File: config.mk
export PLATFORM = sky130hd
export DESIGN_NAME = carry_resolve_stream
export DESIGN_NICKNAME = d
export VERILOG_FILES = /design/src/rtl/carry_pkg.sv /design/src/rtl/carry_byte_out_reg.sv /design/src/rtl/carry_resolve_stream.sv
export SDC_FILE = /design/constraint.sdc
export NUM_CORES = 1
export LEC_CHECK = 0
export CELL_PAD_IN_SITES_DETAIL_PLACEMENT = 0
export CELL_PAD_IN_SITES_GLOBAL_PLACEMENT = 1
export CORE_MARGIN = 2
export CORE_UTILIZATION = 41
export DETAILED_ROUTE_END_ITERATION = 12
export PLACE_DENSITY_LB_ADDON = 0.08
export SYNTH_ARGS = -nofsm -noshare
export SYNTH_HDL_FRONTEND = slang
export SYNTH_SLANG_ARGS = --single-unit
File: constraint.sdc
create_clock -name s4_clk -period 3.6 [get_ports s4_clk]
set_input_delay 0.72 -clock s4_clk [delete_from_list [all_inputs] [get_ports s4_clk]]
set_output_delay 0.72 -clock s4_clk [all_outputs]
set_load 0.05 [all_outputs]
File: src/rtl/carry_pkg.sv
`default_nettype none
// ============================================================================
//  Module      : carry_pkg
//  Description : Shared definitions for the streaming carry-resolution stage:
//                FSM state encoding, default byte width, fill selectors and
//                the precarry word width derivation.
//  Revision    : 1.0 - initial release
// ============================================================================
package carry_pkg;

   localparam int BYTE_WIDTH_DEF = 8;

   // Precarry word = one data byte plus a carry bit in the MSB.
   function automatic int pc_width(input int byte_width);
      return byte_width + 1;
   endfunction

   typedef logic [2:0] state_t;

   localparam state_t ST_IDLE       = 3'd0;
   localparam state_t ST_LANE       = 3'd1;
   localparam state_t ST_RUN        = 3'd2;
   localparam state_t ST_FLUSH_PREV = 3'd3;
   localparam state_t ST_FLUSH_RUN  = 3'd4;
   localparam state_t ST_DONE       = 3'd5;

   // Fill byte is stored as a single select bit and replicated to byte width:
   // a resolved carry turns the pending 0xFF run into zeros.
   localparam logic FILL_ZERO = 1'b0;
   localparam logic FILL_ONES = 1'b1;

endpackage
`default_nettype wire

File: src/rtl/carry_byte_out_reg.sv
`default_nettype none
// ============================================================================
//  Module      : carry_byte_out_reg
//  Description : Output holding register with valid/ready handshake, last
//                marker and a handshake counter.
//  Ports       : clk, rst_n       - clock, async active-low reset
//                emit_*           - byte to load (only when slot_free)
//                count_clear      - restart the handshake counter
//                out_ready        - sink ready
//                out_valid/byte/last/count - registered output side
//                slot_free        - register may be loaded this cycle
//  Revision    : 1.0 - initial release
// ============================================================================
module carry_byte_out_reg #(
   parameter int BYTE_WIDTH  = 8,
   parameter int COUNT_WIDTH = 32
) (
   input  logic                   clk,
   input  logic                   rst_n,
   input  logic                   emit_valid,
   input  logic [BYTE_WIDTH-1:0]  emit_byte,
   input  logic                   emit_last,
   input  logic                   count_clear,
   input  logic                   out_ready,
   output logic                   out_valid,
   output logic [BYTE_WIDTH-1:0]  out_byte,
   output logic                   out_last,
   output logic [COUNT_WIDTH-1:0] out_count,
   output logic                   slot_free
);

   logic                   valid_q, valid_d;
   logic [BYTE_WIDTH-1:0]  byte_q,  byte_d;
   logic                   last_q,  last_d;
   logic [COUNT_WIDTH-1:0] count_q, count_d;
   logic                   hs;

   assign hs        = valid_q & out_ready;
   assign slot_free = ~valid_q | out_ready;

   always_comb begin
      valid_d = valid_q;
      byte_d  = byte_q;
      last_d  = last_q;
      count_d = count_clear ? '0 : count_q;
      if (hs) begin
         valid_d = 1'b0;
         count_d = count_d + COUNT_WIDTH'(1);
      end
      // Byte and last only change on a load, so they hold while stalled.
      if (emit_valid) begin
         valid_d = 1'b1;
         byte_d  = emit_byte;
         last_d  = emit_last;
      end
   end

   always_ff @(posedge clk or negedge rst_n) begin
      if (!rst_n) begin
         valid_q <= 1'b0;
         byte_q  <= '0;
         last_q  <= 1'b0;
         count_q <= '0;
      end else begin
         valid_q <= valid_d;
         byte_q  <= byte_d;
         last_q  <= last_d;
         count_q <= count_d;
      end
   end

   assign out_valid = valid_q;
   assign out_byte  = byte_q;
   assign out_last  = last_q;
   assign out_count = count_q;

endmodule
`default_nettype wire

File: src/rtl/carry_resolve_stream.sv
`default_nettype none
// ============================================================================
//  Module      : carry_resolve_stream
//  Description : Streaming carry resolution for the arithmetic encoder back
//                end. Bundles of precarry words are resolved with a pending
//                byte plus a run counter of 0xFF bytes and emitted one byte
//                per cycle; end of stream flushes the pending state.
//  Ports       : s4_clk, s4_reset_n           - clock, async active-low reset
//                s4_in_valid/ready/words/count/last - input bundle handshake
//                s4_out_valid/ready/byte/last  - output byte handshake
//                s4_out_count                 - bytes handshaken this stream
//                s4_done                      - end-of-stream pulse
//                s4_err_*                     - sticky stream error flags
//  Revision    : 1.0 - initial release
// ============================================================================
module carry_resolve_stream
   import carry_pkg::*;
#(
   parameter int BYTE_WIDTH  = BYTE_WIDTH_DEF,
   parameter int IN_LANES    = 4,
   parameter int RUN_WIDTH   = 8,
   parameter int COUNT_WIDTH = 32
) (
   input  logic                                  s4_clk,
   input  logic                                  s4_reset_n,
   input  logic                                  s4_in_valid,
   output logic                                  s4_in_ready,
   input  logic [IN_LANES*(BYTE_WIDTH+1)-1:0]    s4_in_words,
   input  logic [$clog2(IN_LANES+1)-1:0]         s4_in_count,
   input  logic                                  s4_in_last,
   output logic                                  s4_out_valid,
   input  logic                                  s4_out_ready,
   output logic [BYTE_WIDTH-1:0]                 s4_out_byte,
   output logic                                  s4_out_last,
   output logic [COUNT_WIDTH-1:0]                s4_out_count,
   output logic                                  s4_done,
   output logic                                  s4_err_carry_first,
   output logic                                  s4_err_run_overflow,
   output logic                                  s4_err_carry_wrap
);

   localparam int PC_WIDTH = pc_width(BYTE_WIDTH);
   localparam int CNT_W    = $clog2(IN_LANES + 1);
   localparam int LANE_W   = (IN_LANES > 1) ? $clog2(IN_LANES) : 1;

   state_t                         state_q, state_d;
   logic [IN_LANES*PC_WIDTH-1:0]   words_q, words_d;
   logic [CNT_W-1:0]               count_q, count_d;
   logic                           blast_q, blast_d;
   logic [LANE_W-1:0]              lane_q, lane_d;
   logic [BYTE_WIDTH-1:0]          prev_q, prev_d;
   logic                           prev_valid_q, prev_valid_d;
   logic [RUN_WIDTH-1:0]           run_q, run_d;
   logic                           fill_q, fill_d;
   logic                           err_cf_q, err_cf_d;
   logic                           err_ov_q, err_ov_d;
   logic                           err_wrap_q, err_wrap_d;
   logic                           closed_q, closed_d;

   logic [PC_WIDTH-1:0]            lane_word [IN_LANES];
   logic [PC_WIDTH-1:0]            cur_word;
   logic                           cur_c;
   logic [BYTE_WIDTH-1:0]          cur_b;
   logic [BYTE_WIDTH:0]            sum;
   logic [CNT_W-1:0]               lane_ext;
   logic                           lane_final;
   logic                           advance;

   logic                           emit_valid;
   logic [BYTE_WIDTH-1:0]          emit_byte;
   logic                           emit_last;
   logic                           count_clear;
   logic                           slot_free;

   for (genvar g = 0; g < IN_LANES; g++) begin : g_lane_unpack
      assign lane_word[g] = words_q[g*PC_WIDTH +: PC_WIDTH];
   end

   assign cur_word   = lane_word[lane_q];
   assign cur_c      = cur_word[PC_WIDTH-1];
   assign cur_b      = cur_word[BYTE_WIDTH-1:0];
   assign sum        = {1'b0, prev_q} + {{BYTE_WIDTH{1'b0}}, cur_c};
   assign lane_ext   = CNT_W'(lane_q);
   assign lane_final = (lane_ext == (count_q - CNT_W'(1)));

   // State register
   always_ff @(posedge s4_clk or negedge s4_reset_n) begin
      if (!s4_reset_n) begin
         state_q      <= ST_IDLE;
         words_q      <= '0;
         count_q      <= '0;
         blast_q      <= 1'b0;
         lane_q       <= '0;
         prev_q       <= '0;
         prev_valid_q <= 1'b0;
         run_q        <= '0;
         fill_q       <= FILL_ONES;
         err_cf_q     <= 1'b0;
         err_ov_q     <= 1'b0;
         err_wrap_q   <= 1'b0;
         closed_q     <= 1'b0;
      end else begin
         state_q      <= state_d;
         words_q      <= words_d;
         count_q      <= count_d;
         blast_q      <= blast_d;
         lane_q       <= lane_d;
         prev_q       <= prev_d;
         prev_valid_q <= prev_valid_d;
         run_q        <= run_d;
         fill_q       <= fill_d;
         err_cf_q     <= err_cf_d;
         err_ov_q     <= err_ov_d;
         err_wrap_q   <= err_wrap_d;
         closed_q     <= closed_d;
      end
   end

   // Next-state and datapath
   always_comb begin
      state_d      = state_q;
      words_d      = words_q;
      count_d      = count_q;
      blast_d      = blast_q;
      lane_d       = lane_q;
      prev_d       = prev_q;
      prev_valid_d = prev_valid_q;
      run_d        = run_q;
      fill_d       = fill_q;
      err_cf_d     = err_cf_q;
      err_ov_d     = err_ov_q;
      err_wrap_d   = err_wrap_q;
      closed_d     = closed_q;
      emit_valid   = 1'b0;
      emit_byte    = prev_q;
      emit_last    = 1'b0;
      count_clear  = 1'b0;
      advance      = 1'b0;

      case (state_q)
         ST_IDLE: begin
            if (s4_in_valid) begin
               words_d     = s4_in_words;
               count_d     = s4_in_count;
               blast_d     = s4_in_last;
               lane_d      = '0;
               // First bundle of a new stream restarts the byte counter.
               count_clear = closed_q;
               closed_d    = 1'b0;
               if (s4_in_count == '0) begin
                  state_d = s4_in_last ? ST_FLUSH_PREV : ST_IDLE;
               end else begin
                  state_d = ST_LANE;
               end
            end
         end

         ST_LANE: begin
            if (!cur_c && (cur_b == '1) && prev_valid_q) begin
               // Could still be carried into: just count it.
               if (run_q == '1) begin
                  err_ov_d = 1'b1;
               end else begin
                  run_d = run_q + RUN_WIDTH'(1);
               end
               advance = 1'b1;
            end else if (!prev_valid_q) begin
               prev_d       = cur_b;
               prev_valid_d = 1'b1;
               if (cur_c) begin
                  err_cf_d = 1'b1;
               end
               advance = 1'b1;
            end else if (slot_free) begin
               emit_valid = 1'b1;
               emit_byte  = sum[BYTE_WIDTH-1:0];
               if (sum[BYTE_WIDTH]) begin
                  err_wrap_d = 1'b1;
               end
               prev_d = cur_b;
               fill_d = cur_c ? FILL_ZERO : FILL_ONES;
               if (run_q != '0) begin
                  state_d = ST_RUN;
               end else begin
                  advance = 1'b1;
               end
            end
         end

         ST_RUN: begin
            if (slot_free) begin
               emit_valid = 1'b1;
               emit_byte  = {BYTE_WIDTH{fill_q}};
               run_d      = run_q - RUN_WIDTH'(1);
               if (run_q == RUN_WIDTH'(1)) begin
                  advance = 1'b1;
               end
            end
         end

         ST_FLUSH_PREV: begin
            if (!prev_valid_q) begin
               // Nothing was ever produced in this stream.
               state_d = ST_DONE;
            end else if (slot_free) begin
               emit_valid   = 1'b1;
               emit_byte    = prev_q;
               emit_last    = (run_q == '0);
               prev_valid_d = 1'b0;
               state_d      = ST_FLUSH_RUN;
            end
         end

         ST_FLUSH_RUN: begin
            if (run_q != '0) begin
               if (slot_free) begin
                  emit_valid = 1'b1;
                  emit_byte  = {BYTE_WIDTH{FILL_ONES}};
                  emit_last  = (run_q == RUN_WIDTH'(1));
                  run_d      = run_q - RUN_WIDTH'(1);
               end
            end else if (!s4_out_valid || s4_out_ready) begin
               // Final byte is being (or has been) taken by the sink.
               state_d = ST_DONE;
            end
         end

         ST_DONE: begin
            prev_valid_d = 1'b0;
            run_d        = '0;
            closed_d     = 1'b1;
            state_d      = ST_IDLE;
         end

         default: begin
            state_d = ST_IDLE;
         end
      endcase

      if (advance) begin
         if (lane_final) begin
            state_d = blast_q ? ST_FLUSH_PREV : ST_IDLE;
         end else begin
            lane_d  = lane_q + LANE_W'(1);
            state_d = ST_LANE;
         end
      end
   end

   // Outputs
   always_comb begin
      s4_in_ready = (state_q == ST_IDLE) & s4_reset_n;
      s4_done     = (state_q == ST_DONE);
   end

   assign s4_err_carry_first  = err_cf_q;
   assign s4_err_run_overflow = err_ov_q;
   assign s4_err_carry_wrap   = err_wrap_q;

   carry_byte_out_reg #(
      .BYTE_WIDTH  (BYTE_WIDTH),
      .COUNT_WIDTH (COUNT_WIDTH)
   ) u_out_reg (
      .clk         (s4_clk),
      .rst_n       (s4_reset_n),
      .emit_valid  (emit_valid),
      .emit_byte   (emit_byte),
      .emit_last   (emit_last),
      .count_clear (count_clear),
      .out_ready   (s4_out_ready),
      .out_valid   (s4_out_valid),
      .out_byte    (s4_out_byte),
      .out_last    (s4_out_last),
      .out_count   (s4_out_count),
      .slot_free   (slot_free)
   );

endmodule
`default_nettype wire

# ---- Word-level counts from Yosys, hierarchy flattened
# Index checks and enable logic that the tools add are counted.
# Widths: inputs -> output; s select.
dict set report word_totals {
  regBits 109
  inputBits 44
  out_inout_bits 47
}
dict set report op_classes {
  muxes 66
  bitwise_logic 7
  n_addsub 6
  reduce_logical 23
  order_cmp 1
  n_eq_ne 24
}
# cell n
set ops {}
lappend ops {{$mux 8} 12}
lappend ops {{$mux 32} 2}
lappend ops {{$add 32x1->32 const B} 1}
lappend ops {{$pmux 8 s4} 1}
lappend ops {{$mux 3} 10}
lappend ops {{$pmux 8 s3} 1}
lappend ops {{$mux 1} 23}
lappend ops {{$ne 3x3->1 const B} 7}
lappend ops {{$bmux 9 s2} 1}
lappend ops {{$mux 9} 2}
lappend ops {{$eq 8x8->1 const B} 2}
lappend ops {{$mux 2} 8}
lappend ops {{$pmux 3 s5} 1}
lappend ops {{$ne 2x2->1 const B} 6}
lappend ops {{$reduce_and 4->1} 3}
lappend ops {{$add 8x1->9} 1}
lappend ops {{$reduce_and 9->1} 1}
lappend ops {{$add 8x1->8 const B} 1}
lappend ops {{$eq 8x1->1 const B} 1}
lappend ops {{$logic_not 8->1} 1}
lappend ops {{$reduce_bool 8->1} 1}
lappend ops {{$sub 8x1->8 const B} 1}
lappend ops {{$eq 3x2->1 const B} 2}
lappend ops {{$eq 3x3->1 const B} 2}
lappend ops {{other kinds (24)} 36}

# ---- Depth between registers and ports, before layout
# Gate-level depths: netlist of run 1.
dict set report logic_depth {
  depth_word 11
  depth_mapped 13
  ltp_nobuf 10
}

# ---- By module
# A second synthesis of run 1 with hierarchy kept.
dict set report unflattened {
  cells_unflattened 650
  area_unflattened_um2 6058.3
}
# module n_inst seq_area_each_um2 cells_each area_each_um2
set by_module_without_submodules {}
lappend by_module_without_submodules {carry_resolve_stream 1 1677.9 445 3890.0}
lappend by_module_without_submodules {carry_byte_out_reg 1 1051.0 205 2168.3}

# ---- Worst setup path after synthesis of run 1
# OpenSTA, ideal clock, no wires.
dict set report synth_path {
  kind {register to output}
  from {register state_q[0]}
  to {output port s4_in_ready}
  required_ns 2.880
  arrival_ns 2.470
  stages_incl_launch_ff 4
  n_path_buf 2
  slack_ns 0.410
  path_cell_list {dfrtp_1 > clkbuf_1 > clkbuf_1 > nor4b_1}
}
dict set report synth_via {
  elab_chain_cells 2
}
# item line_no
set synth_rtl {}
lappend synth_rtl {{start, declared} carry_resolve_stream.sv:46} ;# state_t state_q, state_d;
lappend synth_rtl {{start signal, assigned} carry_resolve_stream.sv:103} ;# state_q <= state_d;
lappend synth_rtl {{$logic_not 3->1} carry_resolve_stream.sv:252} ;# s4_in_ready = (state_q == ST_IDLE) & s4_reset_n;
lappend synth_rtl {{$and 1x1->1} carry_resolve_stream.sv:252}
lappend synth_rtl {{end, declared} carry_resolve_stream.sv:27} ;# output logic s4_in_ready,
# Every way passes these cells.

# ---- Worst setup path in the final report of run 1
dict set report layout_path {
  from {input port s4_in_valid}
  to {register u_out_reg.count_q[30], in the netlist u_out_reg.out_count[30]}
}
dict set report layout_via {
  elab_chain_cells 5
}
# item line_no
set layout_rtl {}
lappend layout_rtl {{start, declared} carry_resolve_stream.sv:26} ;# input logic s4_in_valid,
lappend layout_rtl {{$mux 1 (*)} carry_resolve_stream.sv:142} ;# if (s4_in_valid) begin
lappend layout_rtl {{$mux 1 (*)} carry_resolve_stream.sv:140} ;# case (state_q)
lappend layout_rtl {{$mux 32 (*)} carry_byte_out_reg.sv:45} ;# count_d = count_clear ? '0 : count_q;
lappend layout_rtl {{$add 32x1->32} carry_byte_out_reg.sv:48} ;# count_d = count_d + COUNT_WIDTH'(1);
lappend layout_rtl {{$mux 32 (*)} carry_byte_out_reg.sv:46} ;# if (hs) begin
lappend layout_rtl {{net u_out_reg.count_d[30]} carry_byte_out_reg.sv:35} ;# logic [COUNT_WIDTH-1:0] count_q, count_d;
lappend layout_rtl {{end signal, assigned} carry_byte_out_reg.sv:68} ;# count_q <= count_d;
lappend layout_rtl {{end, declared} carry_byte_out_reg.sv:35}
# Mark *: on every way through the listed nets, which the timed path passes. The rest lies on a longest branch.
# A chain may end at the register's enable or synchronous reset.

==> results of run 1 <==
layout make-up:
| cell class | instances | area (um2) |
|---|---|---|
| well taps | 180 | 225 |
| clock inverters | 6 | 71.3 |
| inverters | 18 | 67.6 |
| multi-input cells | 488 | 3000 |
| flip-flops and latches | 109 | 2730 |
| fillers | 1372 | 6610 |
| repair buffers | 108 | 1040 |
| clock buffers | 10 | 239 |
final timing paths:
check	from	endpoint	slack [ns]
setup / recovery	s4_in_valid	u_out_reg.out_count[30]	0.47
hold / removal	words_q[5]	words_q[5]	0.47
setup reg to reg	state_q[1]	u_out_reg.out_count[30]	0.64
hold reg to reg	words_q[5]	words_q[5]	0.47
max in group asynchronous	s4_reset_n	prev_q[6]	1.88
min in group asynchronous	s4_reset_n	u_out_reg.out_count[14]	0.61
metrics by stage:
stage	instance area, um2	power, W
global placement	7060	0.00491
CTS	7370	0.00602
global route	7370	0.00643
detailed placement	7060	0.00496
finish	7370	0.00598
floorplan	5920	0.00405
power breakdown:
part | switching (W) | internal, W | leakage, nW | total, W
clock network | 0.000471 | 0.000565 | 0.151 | 0.00104
logic | 0.00173 | 0.00115 | 1.72 | 0.00289
registers | 0.000394 | 0.00166 | 1.40 | 0.00205
placed cells by master, fill, tap and decap left out, drive strengths merged, types with 6 or more instances in the layout:
cell type / synthesis / layout
nand2: 170 / 170
ha: 8 / 8
a21oi: 29 / 29
nor4: 6 / 6
o22a: 6 / 6
nor2b: 7 / 7
clkbuf: 25 / 10
nand3: 17 / 17
mux4: 9 / 9
nand4: 11 / 11
and2: 10 / 10
mux2i: 9 / 9
nor3: 15 / 15
nor2: 39 / 39
xnor2: 7 / 7
dfrtp: 108 / 108
mux2: 12 / 12
clkdlybuf4s50: 0 / 88
a31oi: 8 / 8
inv: 18 / 19
o21ai: 17 / 17
and3: 10 / 10
xor2: 13 / 13
nand2b: 8 / 8
o41ai: 6 / 6
buf: 5 / 20
kinds of logic after synthesis:
logic type      count (synthesis)
compound gates                113
xor+xnor                       20
fa+ha+maj                       8
buf+inv                        48
flops                         109
mux                            30
simple gates                  317
critical path: stages:
cell	delay (ns)
clkdlybuf4s50_1	0.44
nor4b_4	0.15
nand2_1	0.16
and2_1	0.19
ha_1	0.17
and4_1	0.22
o211ai_1	0.12
nor4_1	0.42
and3_1	0.41
nor2b_1	0.21
mux2i_1	0.19
per-layer routing:
layer | share of wire (%) | global-route usage (%) | up-vias
met5 | 0 | 0 | -
met3 | 5.2 | 4.90 | 7
met1 | 46 | 28.7 | 2481
met2 | 48 | 33.0 | 129
li1 | - | - | 2453
met4 | 0.63 | 4.71 | 0
sequential cells by signal, indices dropped and copies added (netlist names), 2 cells and up:
name and count:
u_out_reg.out_byte 8, run_q 8, u_out_reg.out_count 32, words_q 36, prev_q 8, state_q 3
lane_q 2, count_q 3
==> results.json, run 1 <==
{
  "outcome": "complete, no violations",
  "syn_nets": 697,
  "fp.dieH_um": 124,
  "grt_pass1_vias": 4764,
  "syn-cell-area_mm2": 0.00592,
  "dp_hpwl_um": 10700,
  "layout.nets": 786,
  "clk_latency_ns": 0.36,
  "dp_slack_ns": 0.124,
  "dieArea_mm2": 0.0154,
  "post-route-period-util_pct": 87.0,
  "io_pins": 91,
  "tightest_slew_ns": 0.880,
  "p_leak_nw": 3.27,
  "yosys_warnings": 0,
  "ant_nets": 0,
  "synthXorXnorAreaFrac_pct": 2.96,
  "path_clk_slew_ns": 0.07,
  "drtPass1Iterations": 5,
  "grt_usage_pct": 20.7,
  "rows": 43,
  "setup_viol": 0,
  "drc": 0,
  "synth.top_cell.area_share_pct": 45.7,
  "synth-adder-area-share_pct": 1.69,
  "ys.flop_type": "dfrtp_1",
  "synth_edf_count": 0,
  "cts_tree": "done",
  "finalWirelength_um": 15100,
  "ys_top_cells_by_count": "nand2_1 (170), dfrtp_1 (108), nor2_1 (39)",
  "grt_pass1_wl_um": 24600,
  "whs_path_depth": 2,
  "gp_congestion": 0.907,
  "synthTopCellsByArea": "dfrtp_1 (46%), nand2_1 (11%), mux4_2 (2.7%), nor2_1 (2.5%), a21oi_1 (2.4%)",
  "drive_gt1_share_pct": 8.80,
  "clock-sinks": 109,
  "synth_area_per_cell_um2": 9.18,
  "cts_buffer_depth": 2,
  "dp_cells": 903,
  "hold_ws_ns": 0.474,
  "ys_seq_area_share_pct": 46.1,
  "synthToLayoutAreaGrowth_pct": 24.6,
  "postSynth.asyncResetShare_pct": 100,
  "vias_per_cell": 5.52,
  "final.setup_skew_ns": 0.00840,
  "crit_type": "input port to flop",
  "antenna_found_initial": 0,
  "slew_viol_final": 0,
  "muxShareOfSynthArea_pct": 7.36,
  "cts_setup_buffers": 0,
  "cts_made_buffers": 9,
  "critPathLaunchType": "input port",
  "synth.distinct_cells": 67,
  "first_iter_violations": 391,
  "syn_inst": 645,
  "cts_hold_buf": 0,
  "fin_ws_ns": 0.469,
  "synth-seq-cells": 109,
  "cts-root-buf": "clkbuf_16",
  "overflow": 0,
  "setup_tns_ns": 0,
  "path_max_fanout": 9,
  "fin_cells": 919,
  "grt_setup_unrepaired": "no",
  "finalHoldViolations": 0,
  "max_slew_margin_pct": 41.3,
  "wire_per_inst_um": 16.4,
  "powerDensity_mw_per_mm2": 810,
  "synth_most_common_cell": "nand2_1",
  "synth_compound_area_share_pct": 13.1,
  "arrival_ns": 3.41,
  "required_ns": 3.88,
  "max_freq_ghz": 0.319,
  "end_kind": "flop",
  "synth_largest_area_cell": "dfrtp_1",
  "vdd_ir_drop_max_uv": 498,
  "synth_top_family_by_area": "simple AND/OR/NAND/NOR gates",
  "coreArea_mm2": 0.0140,
  "ctsResizeCount": 0,
  "final_util_pct": 52.7,
  "grt_max_degree": 68,
  "vias": 5070,
  "synthSimpleGateAreaFrac_pct": 25.4,
  "post-route-min-period_ns": 3.13,
  "maxCapViolCount": 0,
  "diodes": 0,
  "htreeDepth": 3,
  "chipWidth_um": 124,
  "start_util_pct": 42.3,
  "hold_class": "flop to flop",
  "port_buffers": 90,
  "reg2regPathDepth": 10
}
Note: power is estimated with default switching activity, not from simulation.
==> run 2: changes to the inputs <==
Settings changed: CELL_PAD_IN_SITES_DETAIL_PLACEMENT 0 to not set, CELL_PAD_IN_SITES_GLOBAL_PLACEMENT 1 to not set, PLACE_DENSITY_LB_ADDON 0.08 to 0.15, REMOVE_ABC_BUFFERS set to 1.
==> run 2 against run 1 <==
Against the previous run:
- via count decreased by 1.2%
- total power decreased by 2.4%
- utilization decreased by 0.42 points
- largest power group unchanged
==> results.json, run 2 (synthesis gave the netlist of run 1 again) <==
{
  "outcome": "complete, no violations",
  "slew_viol_final": 0,
  "grt_pass1_vias": 4853,
  "fin_cells": 917,
  "grt_usage_pct": 19.8,
  "dieArea_mm2": 0.0154,
  "first_iter_violations": 289,
  "max_slew_margin_pct": 45.2,
  "end_kind": "primary output",
  "path_max_fanout": 15,
  "arrival_ns": 2.45,
  "ff_latch_area_mm2": 0.00273,
  "powerDensity_mw_per_mm2": 797,
  "wire_per_inst_um": 15.6,
  "coreArea_mm2": 0.0140,
  "layout.nets": 784,
  "max_freq_ghz": 0.315,
  "r2r_slack_ns": 0.65,
  "htreeDepth": 3,
  "rows": 43,
  "antenna_found_initial": 0,
  "final_common_cell": "nand2_1",
  "diodes": 0,
  "post-route-period-util_pct": 88.1,
  "start_util_pct": 42.3,
  "required_ns": 2.88,
  "ctsResizeCount": 0,
  "critPathLaunchType": "flop",
  "clk_latency_ns": 0.36,
  "hold_class": "flop to flop",
  "dp_hpwl_um": 10100,
  "p_leak_nw": 3.24,
  "largest_reg_flops": 36,
  "fin_ws_ns": 0.427,
  "drtPass1Iterations": 5,
  "cts_hold_buf": 0,
  "final.setup_skew_ns": 0.00849,
  "tightest_slew_ns": 0.822,
  "cts_setup_buffers": 0,
  "num-fill-cells": 1308,
  "top_register": "words_q",
  "vias_per_cell": 5.46,
  "clock-sinks": 109,
  "port_buffers": 90,
  "final_cell_mix": "nand2_1 (170), dfrtp_1 (108), clkdlybuf4s50_1 (89)",
  "crit_type": "flop to primary output",
  "drc": 0,
  "cts_buffer_depth": 2,
  "grt_pass1_wl_um": 24000,
  "synthToLayoutAreaGrowth_pct": 23.6,
  "cts-root-buf": "clkbuf_16",
  "drive_gt1_share_pct": 8.14,
  "gp_congestion": 0.899,
  "finalHoldViolations": 0,
  "setup_viol": 0,
  "grt_setup_unrepaired": "no",
  "post-route-min-period_ns": 3.17,
  "path_clk_slew_ns": 0.07,
  "finalWirelength_um": 14300,
  "io_pins": 91,
  "overflow": 0,
  "dp_slack_ns": 0.180,
  "vias": 5009,
  "chipWidth_um": 124,
  "cts_tree": "done",
  "fp.dieH_um": 124,
  "cts_made_buffers": 9,
  "dp_cells": 901,
  "ant_nets": 0,
  "multi_input_area_mm2": 0.00300,
  "maxCapViolCount": 0,
  "grt_max_degree": 65,
  "vdd_ir_drop_max_uv": 385
}
==> run 2: path summary, 6_finish.rpt <==
check,endpoint,depth (start not counted),from
max in group asynchronous,words_q[21],3,s4_reset_n
worst min-delay path,words_q[34],2,words_q[34]
worst max-delay path,s4_done,3,state_q[1]
worst max register to register,u_out_reg.out_count[30],10,state_q[1]
min in group asynchronous,u_out_reg.out_count[29],2,s4_reset_n
worst min register to register,words_q[34],2,words_q[34]
==> run 2: per-stage QoR <==
stage	total power [W]	TNS [ns]	utilization [%]	hold WS [ns]	area (um2)
2_1_floorplan	0.00396	-29.83	-	0.424	5790
6_report	0.00583	0	52.3	0.474	7320
3_5_place_dp	0.00488	0	50.3	0.457	7040
4_1_cts	0.00587	0	52.3	0.476	7320
3_3_place_gp	0.00480	0	50.3	0.452	7040
5_1_grt	0.00628	0	52.3	0.492	7320
==> run 2: layout make-up <==
cell class,instances,area share [%]
Inverter,18,0.924
Clock buffer,11,3.18
Timing Repair Buffer,106,13.9
Clock inverter,5,0.599
Multi-Input combinational cell,488,41.0
Tap cell,180,3.08
Sequential cell,109,37.3
==> run 2: routing by layer <==
layer	track usage, %	wire, um	up-vias
met5	0	0	-
met4	6.11	266	0
met3	4.40	678	25
met2	31.2	6610	135
met1	27.2	6740	2390
li1	-	-	2459
==> run 2: report_power, final <==
group	internal, W	switching, W	leakage [nW]
clock network	0.000482	0.000482	0.134
registers	0.00166	0.000451	1.40
logic	0.00113	0.00163	1.71
==> run 2: worst max-delay path, cell delays in order (launching register included) <==
cell	delay (ns)
dfrtp_1	0.59
nor2b_1	0.30
and2_1	0.33
clkdlybuf4s50_1	0.87
